<file path="src/rtl/regfile_sequencer.sv">
// regfile_sequencer: expands one register-transfer command at a time into
// register-file strobe/select cycles, and sequences the ALU handshake.
//
// Ports:
//   CLK, RST                    clock (rising edge), async active-high reset
//   CMD_VALID / CMD_READY       command handshake; CMD_READY only in idle
//   CMD_OP, CMD_SRC, CMD_SRC2,  opcode (0 NOP, 1 MOV, 2 ALU, 3 INC, 4 AXFER,
//   CMD_DST                     5 SWAP, 6-7 reserved) and register indices
//   ALU_GO / ALU_DONE / ALU_OE  ALU start pulse, result valid, result drive
//   DONE / ERR / BUSY           completion pulses and busy status
//   *_bar, ADDR_INC             register-file strobes (active-low / high)
//   *_SEL                       register-file selects, held while idle
//
// All outputs are registered: the comb block computes the outputs of the
// next cycle, so the first control cycle directly follows acceptance.
module regfile_sequencer #(
  parameter int unsigned SCRATCH_REG = 7,
  parameter int unsigned ALU_TIMEOUT = 15
) (
  input  logic       CLK,
  input  logic       RST,
  input  logic       CMD_VALID,
  output logic       CMD_READY,
  input  logic [2:0] CMD_OP,
  input  logic [2:0] CMD_SRC,
  input  logic [2:0] CMD_SRC2,
  input  logic [2:0] CMD_DST,
  output logic       ALU_GO,
  input  logic       ALU_DONE,
  output logic       ALU_OE,
  output logic       DONE,
  output logic       ERR,
  output logic       BUSY,
  output logic       MAIN_ASSERT_bar,
  output logic       MAIN_LOAD_bar,
  output logic       LHS_ASSERT_bar,
  output logic       RHS_ASSERT_bar,
  output logic       ADDR_ASSERT_bar,
  output logic       ADDR_LOAD_bar,
  output logic       ADDR_INC,
  output logic [2:0] MAIN_ASSERT_SEL,
  output logic [2:0] MAIN_LOAD_SEL,
  output logic [2:0] LHS_ASSERT_SEL,
  output logic [2:0] RHS_ASSERT_SEL,
  output logic [2:0] ADDR_ASSERT_SEL,
  output logic [2:0] ADDR_LOAD_SEL,
  output logic [2:0] ADDR_INC_SEL
);

  localparam logic [2:0] ScratchIdx = 3'(SCRATCH_REG);
  localparam logic [7:0] TimeoutCnt = 8'(ALU_TIMEOUT);

  localparam logic [2:0] OpNop   = 3'd0;
  localparam logic [2:0] OpMov   = 3'd1;
  localparam logic [2:0] OpAlu   = 3'd2;
  localparam logic [2:0] OpInc   = 3'd3;
  localparam logic [2:0] OpAxfer = 3'd4;
  localparam logic [2:0] OpSwap  = 3'd5;

  // StLast is the single DONE/ERR cycle shared by every command.
  typedef enum logic [2:0] {StIdle, StSwap1, StSwap2, StAlu1, StAluWait, StLast} state_e;

  typedef struct packed {
    logic       ready;
    logic       busy;
    logic       done;
    logic       err;
    logic       alu_go;
    logic       alu_oe;
    logic       main_assert_n;
    logic       main_load_n;
    logic       lhs_assert_n;
    logic       rhs_assert_n;
    logic       addr_assert_n;
    logic       addr_load_n;
    logic       addr_inc;
    logic [2:0] main_assert_sel;
    logic [2:0] main_load_sel;
    logic [2:0] lhs_assert_sel;
    logic [2:0] rhs_assert_sel;
    logic [2:0] addr_assert_sel;
    logic [2:0] addr_load_sel;
    logic [2:0] addr_inc_sel;
  } ctrl_t;

  localparam ctrl_t CtrlReset = '{
    ready: 1'b1, busy: 1'b0, done: 1'b0, err: 1'b0, alu_go: 1'b0, alu_oe: 1'b0,
    main_assert_n: 1'b1, main_load_n: 1'b1, lhs_assert_n: 1'b1, rhs_assert_n: 1'b1,
    addr_assert_n: 1'b1, addr_load_n: 1'b1, addr_inc: 1'b0,
    main_assert_sel: 3'd0, main_load_sel: 3'd0, lhs_assert_sel: 3'd0,
    rhs_assert_sel: 3'd0, addr_assert_sel: 3'd0, addr_load_sel: 3'd0, addr_inc_sel: 3'd0
  };

  state_e     state_q, state_d;
  ctrl_t      ctrl_q, ctrl_d;
  logic [7:0] cnt_q, cnt_d;
  logic [2:0] src_q, src_d;
  logic [2:0] dst_q, dst_d;
  logic       swap_bad;

  assign swap_bad = (CMD_SRC == CMD_DST) || (CMD_SRC == ScratchIdx) || (CMD_DST == ScratchIdx);

  always_comb begin
    state_d = state_q;
    cnt_d   = '0;
    src_d   = src_q;
    dst_d   = dst_q;
    // Selects hold by default; strobes and pulses fall back to inactive.
    ctrl_d               = ctrl_q;
    ctrl_d.done          = 1'b0;
    ctrl_d.err           = 1'b0;
    ctrl_d.alu_go        = 1'b0;
    ctrl_d.alu_oe        = 1'b0;
    ctrl_d.main_assert_n = 1'b1;
    ctrl_d.main_load_n   = 1'b1;
    ctrl_d.lhs_assert_n  = 1'b1;
    ctrl_d.rhs_assert_n  = 1'b1;
    ctrl_d.addr_assert_n = 1'b1;
    ctrl_d.addr_load_n   = 1'b1;
    ctrl_d.addr_inc      = 1'b0;

    case (state_q)
      StIdle: begin
        if (CMD_VALID && ctrl_q.ready) begin
          src_d   = CMD_SRC;
          dst_d   = CMD_DST;
          state_d = StLast;
          case (CMD_OP)
            OpNop: ctrl_d.done = 1'b1;
            OpMov: begin
              ctrl_d.main_assert_n   = 1'b0;
              ctrl_d.main_assert_sel = CMD_SRC;
              ctrl_d.main_load_n     = 1'b0;
              ctrl_d.main_load_sel   = CMD_DST;
              ctrl_d.done            = 1'b1;
            end
            OpAlu: begin
              ctrl_d.lhs_assert_n   = 1'b0;
              ctrl_d.lhs_assert_sel = CMD_SRC;
              ctrl_d.rhs_assert_n   = 1'b0;
              ctrl_d.rhs_assert_sel = CMD_SRC2;
              ctrl_d.alu_go         = 1'b1;
              state_d               = StAlu1;
            end
            OpInc: begin
              ctrl_d.addr_inc     = 1'b1;
              ctrl_d.addr_inc_sel = CMD_DST;
              ctrl_d.done         = 1'b1;
            end
            OpAxfer: begin
              ctrl_d.addr_assert_n   = 1'b0;
              ctrl_d.addr_assert_sel = CMD_SRC;
              ctrl_d.addr_load_n     = 1'b0;
              ctrl_d.addr_load_sel   = CMD_DST;
              ctrl_d.done            = 1'b1;
            end
            OpSwap: begin
              if (swap_bad) begin
                ctrl_d.err = 1'b1;
              end else begin
                ctrl_d.main_assert_n   = 1'b0;
                ctrl_d.main_assert_sel = CMD_SRC;
                ctrl_d.main_load_n     = 1'b0;
                ctrl_d.main_load_sel   = ScratchIdx;
                state_d                = StSwap1;
              end
            end
            default: ctrl_d.err = 1'b1;
          endcase
        end
      end
      StSwap1: begin
        ctrl_d.main_assert_n   = 1'b0;
        ctrl_d.main_assert_sel = dst_q;
        ctrl_d.main_load_n     = 1'b0;
        ctrl_d.main_load_sel   = src_q;
        state_d                = StSwap2;
      end
      StSwap2: begin
        ctrl_d.main_assert_n   = 1'b0;
        ctrl_d.main_assert_sel = ScratchIdx;
        ctrl_d.main_load_n     = 1'b0;
        ctrl_d.main_load_sel   = dst_q;
        ctrl_d.done            = 1'b1;
        state_d                = StLast;
      end
      StAlu1: begin
        // ALU_DONE is deliberately not looked at during the GO cycle.
        ctrl_d.lhs_assert_n = 1'b0;
        ctrl_d.rhs_assert_n = 1'b0;
        state_d             = StAluWait;
      end
      StAluWait: begin
        cnt_d = cnt_q + 8'd1;
        if (ALU_DONE) begin
          cnt_d                = '0;
          ctrl_d.main_load_n   = 1'b0;
          ctrl_d.main_load_sel = dst_q;
          ctrl_d.alu_oe        = 1'b1;
          ctrl_d.done          = 1'b1;
          state_d              = StLast;
        end else if (cnt_d == TimeoutCnt) begin
          cnt_d      = '0;
          ctrl_d.err = 1'b1;
          state_d    = StLast;
        end else begin
          ctrl_d.lhs_assert_n = 1'b0;
          ctrl_d.rhs_assert_n = 1'b0;
        end
      end
      StLast:  state_d = StIdle;
      default: state_d = StIdle;
    endcase

    ctrl_d.ready = (state_d == StIdle);
    ctrl_d.busy  = (state_d != StIdle);
  end

  always_ff @(posedge CLK or posedge RST) begin
    if (RST) begin
      state_q <= StIdle;
      ctrl_q  <= CtrlReset;
      cnt_q   <= '0;
      src_q   <= '0;
      dst_q   <= '0;
    end else begin
      state_q <= state_d;
      ctrl_q  <= ctrl_d;
      cnt_q   <= cnt_d;
      src_q   <= src_d;
      dst_q   <= dst_d;
    end
  end

  assign CMD_READY       = ctrl_q.ready;
  assign BUSY            = ctrl_q.busy;
  assign DONE            = ctrl_q.done;
  assign ERR             = ctrl_q.err;
  assign ALU_GO          = ctrl_q.alu_go;
  assign ALU_OE          = ctrl_q.alu_oe;
  assign MAIN_ASSERT_bar = ctrl_q.main_assert_n;
  assign MAIN_LOAD_bar   = ctrl_q.main_load_n;
  assign LHS_ASSERT_bar  = ctrl_q.lhs_assert_n;
  assign RHS_ASSERT_bar  = ctrl_q.rhs_assert_n;
  assign ADDR_ASSERT_bar = ctrl_q.addr_assert_n;
  assign ADDR_LOAD_bar   = ctrl_q.addr_load_n;
  assign ADDR_INC        = ctrl_q.addr_inc;
  assign MAIN_ASSERT_SEL = ctrl_q.main_assert_sel;
  assign MAIN_LOAD_SEL   = ctrl_q.main_load_sel;
  assign LHS_ASSERT_SEL  = ctrl_q.lhs_assert_sel;
  assign RHS_ASSERT_SEL  = ctrl_q.rhs_assert_sel;
  assign ADDR_ASSERT_SEL = ctrl_q.addr_assert_sel;
  assign ADDR_LOAD_SEL   = ctrl_q.addr_load_sel;
  assign ADDR_INC_SEL    = ctrl_q.addr_inc_sel;

endmodule

</file>
<file path="config.mk">
export PLATFORM = sky130hd
export DESIGN_NAME = regfile_sequencer
export DESIGN_NICKNAME = d
export VERILOG_FILES = /design/src/rtl/regfile_sequencer.sv
export SDC_FILE = /design/constraint.sdc
export NUM_CORES = 1
export LEC_CHECK = 0
export BUFFER_PORTS_ARGS = -buffer_cell sky130_fd_sc_hd__buf_2
export CELL_PAD_IN_SITES_DETAIL_PLACEMENT = 1
export CELL_PAD_IN_SITES_GLOBAL_PLACEMENT = 1
export CORE_MARGIN = 2
export CORE_UTILIZATION = 42
export DETAILED_ROUTE_END_ITERATION = 8
export HOLD_SLACK_MARGIN = 0.15
export PLACE_DENSITY = 0.76
export SYNTH_ARGS = -nofsm -noshare
export SYNTH_HDL_FRONTEND = slang
export SYNTH_SLANG_ARGS = --single-unit
</file>
<file path="constraint.sdc">
create_clock -name CLK -period 2.2 [get_ports CLK]
set_input_delay 0.44 -clock CLK [delete_from_list [all_inputs] [get_ports CLK]]
set_output_delay 0.44 -clock CLK [all_outputs]
set_load 0.01 [all_outputs]
</file>
==> results.cfg, run 1 <==
[global_routing]
grt_use_total_pct = 21.26
grt_pass1_vias = 2126
grt_pass1_wl_um = 10810
grt_max_degree = 27
antenna_found_initial = 0
grt_overflow = 0

[worst_setup_path]
arrival_ns = 2.18
cp.depth = 4
endpoint_kind = flip-flop
cp_slowest_cell = dfrtp_1
crit_family = simple AND/OR/NAND/NOR gates
max_stage_delay_ns = 0.51
ff2ff_path_depth = 4
required_ns = 2.40
cp-start-kind = flip-flop
path_cells = nor3_1, and2_1, nand4_1, mux2_2
critPathBufInv = 0
crit_type = reg -> reg
crit_fanout = 11

[routing]
firstDrtPassIters = 4
wire_per_inst_um = 16.77
routed_wl_um = 6323
via_count = 2050
drc = 0
ant_nets = 0
drt-initial-drc-count = 86
routed_via_density = 5.438

[synthesis]
synth-compound-area-share_pct = 14.09
synth_top_area_share_pct = 42.91
ys_warn_count = 0
synth_top_family_by_area = simple AND/OR/NAND/NOR gates
yosys.area.top_type = dfrtp_1
synth_ff_type = dfrtp_1
syn_area_per_cell_um2 = 10.10
seq_area_frac_synth_pct = 48.03
syn_area_mm2 = 0.002566
ys_types = 52
synthMuxAreaShare_pct = 8.679
yosys.area_share.simple_pct = 19.80
synthCells = 254
synth_fa_ha_area_share_pct = 0.9751
async_flop_share_pct = 100.0
synth_edf_count = 0
yosys_register_bits = 49
synth_xor_xnor_area_share_pct = 3.754
syn_nets = 272
synthTopCellsByArea = dfrtp_1 (43%), mux2_2 (6.6%), nand2_1 (5.4%), dfstp_2 (5.1%), nor2_1 (2.5%)

[final_layout]
drive_above_1_share_pct = 34.44
syn_to_final_growth_pct = 17.02
final_core_util_pct = 50.72
fill_cells = 688
multi_input_area_mm2 = 0.001214
diodes = 0
regArea_mm2 = 0.001232
fin_nets = 319

[pwr]
net-switching-power_w = 0.001263
seq_power_share_pct = 40.7
power_density_mw_per_mm2 = 1135
power.clock.fraction_pct = 19.5
swShare_pct = 37.04
p_comb_share_pct = 39.9
vdd_drop_max_v = 0.0005774
leakage_nw = 1.408
p_int_w = 0.002146

[placed_design]
port_buffers = 49
dp_slack_ns = 0.04270
gp_congestion = 0.8063
detailed_place_hpwl_um = 4789

[clocking]
cts_resized = 0
cts_sinks = 49
hold_buffers = 0
cts_root_buf = clkbuf_8
cts_tree = built
post_cts_buffers = 0
clock_latency_ns = 0.31
cts_buffer_depth = 2
cts-buffers-inserted = 5
h-tree-depth = 2
clk_pin_slew_worst_paths_ns = 0.10

[timing]
rsz0062_at_grt = false
relSlewSlack_pct = 65.03
holdWs_ns = 0.1584
setup_viol = 0
fin_skew_ns = 0.009921
worst_pin_slew_ns = 0.5238
layout_setup_ws_ns = 0.2291
fmax_mhz = 507.4
tns_ns = 0
period_needed_ns = 1.971
hold_viol = 0
slew_viol_final = 0
finalCritPeriodShare_pct = 89.59

[flow_run]
maxCapViolCount = 0

[hold_path]
hp-class = in -> async

[die]
num_rows = 28
initial_core_util_pct = 43.34
die-height_um = 82.17
die_area_mm2 = 0.006751
die_w_um = 82.17
boundaryPins = 50
core_mm2 = 0.005921

[status]
outcome = finished clean
==> power by group through the flow <==
stage | Clock [W] | Sequential (W) | Combinational, W
after floorplan | 0 | 0.00144 | 0.000850
after CTS | 0.000678 | 0.00139 | 0.00138
after detailed placement | 0 | 0.00140 | 0.00137
after global routing | 0.000714 | 0.00143 | 0.00152
after global placement | 0 | 0.00139 | 0.00132
final | 0.000664 | 0.00139 | 0.00136
==> through the flow <==
step	cells	cell area, um^2	power, W
2_1_floorplan	254	2566	0.002294
5_1_grt	377	3003	0.003667
3_3_place_gp	369	2888	0.002713
3_5_place_dp	369	2888	0.002771
4_1_cts	377	3003	0.003442
6_report	377	3003	0.003409
==> layout by cell type (no fill, tap or decap), types with 5 or more instances in the layout <==
cell,count
a22oi_1,6
clkbuf_8,5
nor3_1,6
o21ai_0,11
nand2_1,37
buf_2,49
mux2_2,15
buf_4,8
or2_2,6
nor2_1,17
a21oi_1,11
xnor2_1,7
dfrtp_1,44
dfstp_2,5
inv_1,5
==> registers in the layout, summed over array words and instances, names as in the netlist, 3 cells and up <==
name,flops
MAIN_LOAD_SEL,3
ADDR_ASSERT_SEL,3
ADDR_LOAD_SEL,3
src_q,3
RHS_ASSERT_SEL,3
dst_q,3
cnt_q,8
state_q,3
MAIN_ASSERT_SEL,3
LHS_ASSERT_SEL,3
ADDR_INC_SEL,3
==> layer usage <==
layer | vias to the layer above | routed length (um) | GRT usage [%]
li1 | 979 | - | -
met1 | 1028 | 2859 | 27.92
met2 | 35 | 3175 | 36.34
met3 | 8 | 206 | 3.587
met4 | 0 | 82 | 5.833
met5 | - | 0 | 0
==> worst register-to-register path: stages (launching register included) <==
cell,delay [ns]
dfrtp_1,0.51
nor3_1,0.37
and2_1,0.27
nand4_1,0.33
mux2_2,0.39
==> final timing paths <==
| path | from | endpoint | slack (ns) |
|---|---|---|---|
| min in group CLK | CMD_SRC2[0] | RHS_ASSERT_SEL[0] | 0.35 |
| max in group asynchronous | RST | MAIN_LOAD_bar | 1.43 |
| min | RST | ALU_GO | 0.16 |
| max | state_q[1] | ADDR_LOAD_SEL[0] | 0.23 |
| min reg2reg | src_q[0] | src_q[0] | 0.49 |
| max reg2reg | state_q[1] | ADDR_LOAD_SEL[0] | 0.23 |
==> logic make-up (layout without fill, tap and decap cells) <==
family,Yosys count,after routing
multiplexers,20,20
adder cells (fa/ha/maj),2,2
flip-flops,49,49
XOR/XNOR,11,11
AND/OR/NAND/NOR,98,98
buffers and inverters,24,72
AO/OA/AOI/OAI,50,50
==> cell type report <==
| class | count | share of cell area [%] |
|---|---|---|
| Clock inverter | 3 | 1.542 |
| Tap cell | 75 | 3.125 |
| Multi-Input combinational cell | 181 | 40.42 |
| Inverter | 6 | 0.7500 |
| Sequential cell | 49 | 41.04 |
| Clock buffer | 5 | 2.292 |
| Timing Repair Buffer | 58 | 10.83 |
==> Yosys cell counts (4+ instances only) <==
cell type and instances:
dfstp_2 5, xnor2_1 7, dfrtp_1 44, a22oi_1 6, xor2_1 4, a21oi_1 11
nor2b_1 4, nand3_1 4, o21ai_0 11, or2_2 6, nand2_1 37, nor3_1 6
clkbuf_1 10, nand2b_1 4, nand4_1 4, mux2_2 15, nor2_1 17, inv_1 6
Power figures use the tool's default switching activity.
==> run 2, diff against run 1 <==
CORE_MARGIN = 10   (was 2)
REMOVE_ABC_BUFFERS = 1   (was unset)
==> run 2 against run 1 <==
Via count rose by 1.1%. Worst setup slack gained 0.011 ns. Combinational power about the same. Fmax grew 0.54%. Flip-flop and latch count did not move. Largest power group unchanged. Worst hold slack worse by 0.0021 ns. Largest cell class unchanged. Clock power hardly changed.
==> results.cfg, run 2 (synthesized netlist as in run 1, its figures left out) <==
[placed_design]
detailed_place_hpwl_um = 5125
gp_congestion = 0.7763
port_buffers = 49
dpl.cell_count = 369

[clocking]
clk_pin_slew_worst_paths_ns = 0.10
cts_resized = 0
cts-buffers-inserted = 5
hold_buffers = 0
clock_latency_ns = 0.31
h-tree-depth = 2
post_cts_buffers = 0
cts_buffer_depth = 2
cts_root_buf = clkbuf_8
cts_sinks = 49
cts_tree = built

[timing]
slew_viol_final = 0
finalCritPeriodShare_pct = 89.11
fmax_mhz = 510.1
tns_ns = 0
rsz0062_at_grt = false
worst_pin_slew_ns = 0.3904
setup_viol = 0
relSlewSlack_pct = 73.97
period_needed_ns = 1.960
hold_viol = 0
fin_skew_ns = 0.01100

[worst_setup_path]
arrival_ns = 2.17
ff2ff_path_depth = 4
crit_fanout = 12
max_stage_delay_ns = 0.53
cp-start-kind = flip-flop
critPathBufInv = 0
cp_slowest_cell = dfrtp_1
cp.depth = 4
crit_family = simple AND/OR/NAND/NOR gates
endpoint_kind = flip-flop
crit_type = reg -> reg
path_cells = nor3_1, and2_1, nand4_1, mux2_2
required_ns = 2.41

[routing]
routed_wl_um = 6823
drt-initial-drc-count = 99
routed_via_density = 5.496
routed-wl-met3_um = 276
via_count = 2072
ant_nets = 0
routedLengthMet1_um = 3023
drc = 0
wire_per_inst_um = 18.10
maxUsedRoutingLayer = met4
wl_met2_um = 3470
firstDrtPassIters = 4

[die]
die_area_mm2 = 0.009636
num_rows = 28
die-height_um = 98.17
boundaryPins = 50
initial_core_util_pct = 43.34
core_mm2 = 0.005921
die_w_um = 98.17

[global_routing]
grt_use_total_pct = 14.20
grt_pass1_vias = 2219
grt_pass1_wl_um = 11420
grt_overflow = 0
grt_max_degree = 50
antenna_found_initial = 0

[final_layout]
final_cells = 377
largest_register_ffs = 8
layout_common_cells = buf_2 (49), dfrtp_1 (44), nand2_1 (37)
diodes = 0
fin_nets = 319
fill_cells = 698
multi_input_area_mm2 = 0.001214
mostFrequentLayoutCell = buf_2
regMostFlops = cnt_q
syn_to_final_growth_pct = 16.87
drive_above_1_share_pct = 34.11
regArea_mm2 = 0.001232

[pwr]
power_density_mw_per_mm2 = 1143
vdd_drop_max_v = 0.0005076
power.total_w = 0.003428
leakage_nw = 1.410

[status]
outcome = finished clean

[flow_run]
maxCapViolCount = 0

[hold_path]
hp-class = in -> async
## run 2: cell count changes in the layout (fill, tap and decap cells not counted)
| cell | previous run | this run |
|---|---|---|
| clkbuf_1 | 0 | 1 |
| clkinv_4 | 1 | 0 |
| clkinvlp_4 | 1 | 0 |
| inv_6 | 0 | 1 |
## run 2: metal layers
layer,track usage [%],up-vias
li1,-,984
met1,17.40,1044
met2,24.62,38
met3,3.453,6
met4,2.977,0
met5,0,-
## run 2: power by group
| part | total, W | switching (W) | internal [W] |
|---|---|---|---|
| combinational | 0.00137 | 0.000755 | 0.000618 |
| sequential | 0.00139 | 0.000201 | 0.00119 |
| clock | 0.000661 | 0.000317 | 0.000344 |
| total | 0.00343 | 0.00127 | 0.00215 |
## run 2: path summary, 6_finish.rpt
check / start / end / slack (ns)
setup reg to reg: state_q[1] / ADDR_ASSERT_SEL[0] / 0.24
hold / removal: RST / RHS_ASSERT_SEL[2] / 0.16
setup / recovery: state_q[1] / ADDR_ASSERT_SEL[0] / 0.24
hold reg to reg: src_q[1] / src_q[1] / 0.49
min in group CLK: CMD_SRC2[2] / RHS_ASSERT_SEL[2] / 0.36
max in group asynchronous: RST / MAIN_ASSERT_bar / 1.75
## run 2: cell type report
type                            count  share of cell area [%]
Timing Repair Buffer               58                   10.85
Clock buffer                        6                   2.420
Inverter                            6                  0.7509
Sequential cell                    49                   41.09
Tap cell                           75                   3.129
Multi-Input combinational cell    181                   40.47
Clock inverter                      2                   1.293
## run 2: worst min-delay path: cells and delay by family
family | cells | cell delay [ns]
buf+inv | 3 | 0.42
## run 2: metrics by stage
stage	instance area, um^2	hold WS (ns)	util, %	worst slack [ns]
6_report	2999	0.1564	50.66	0.2397
5_1_grt	2999	0.1796	50.66	0.002214
4_1_cts	2999	0.1673	50.66	0.2158
3_5_place_dp	2888	0.4733	48.77	0.08520
3_3_place_gp	2888	0.4651	48.77	0.1199
2_1_floorplan	2469	0.4461	-	0.3582
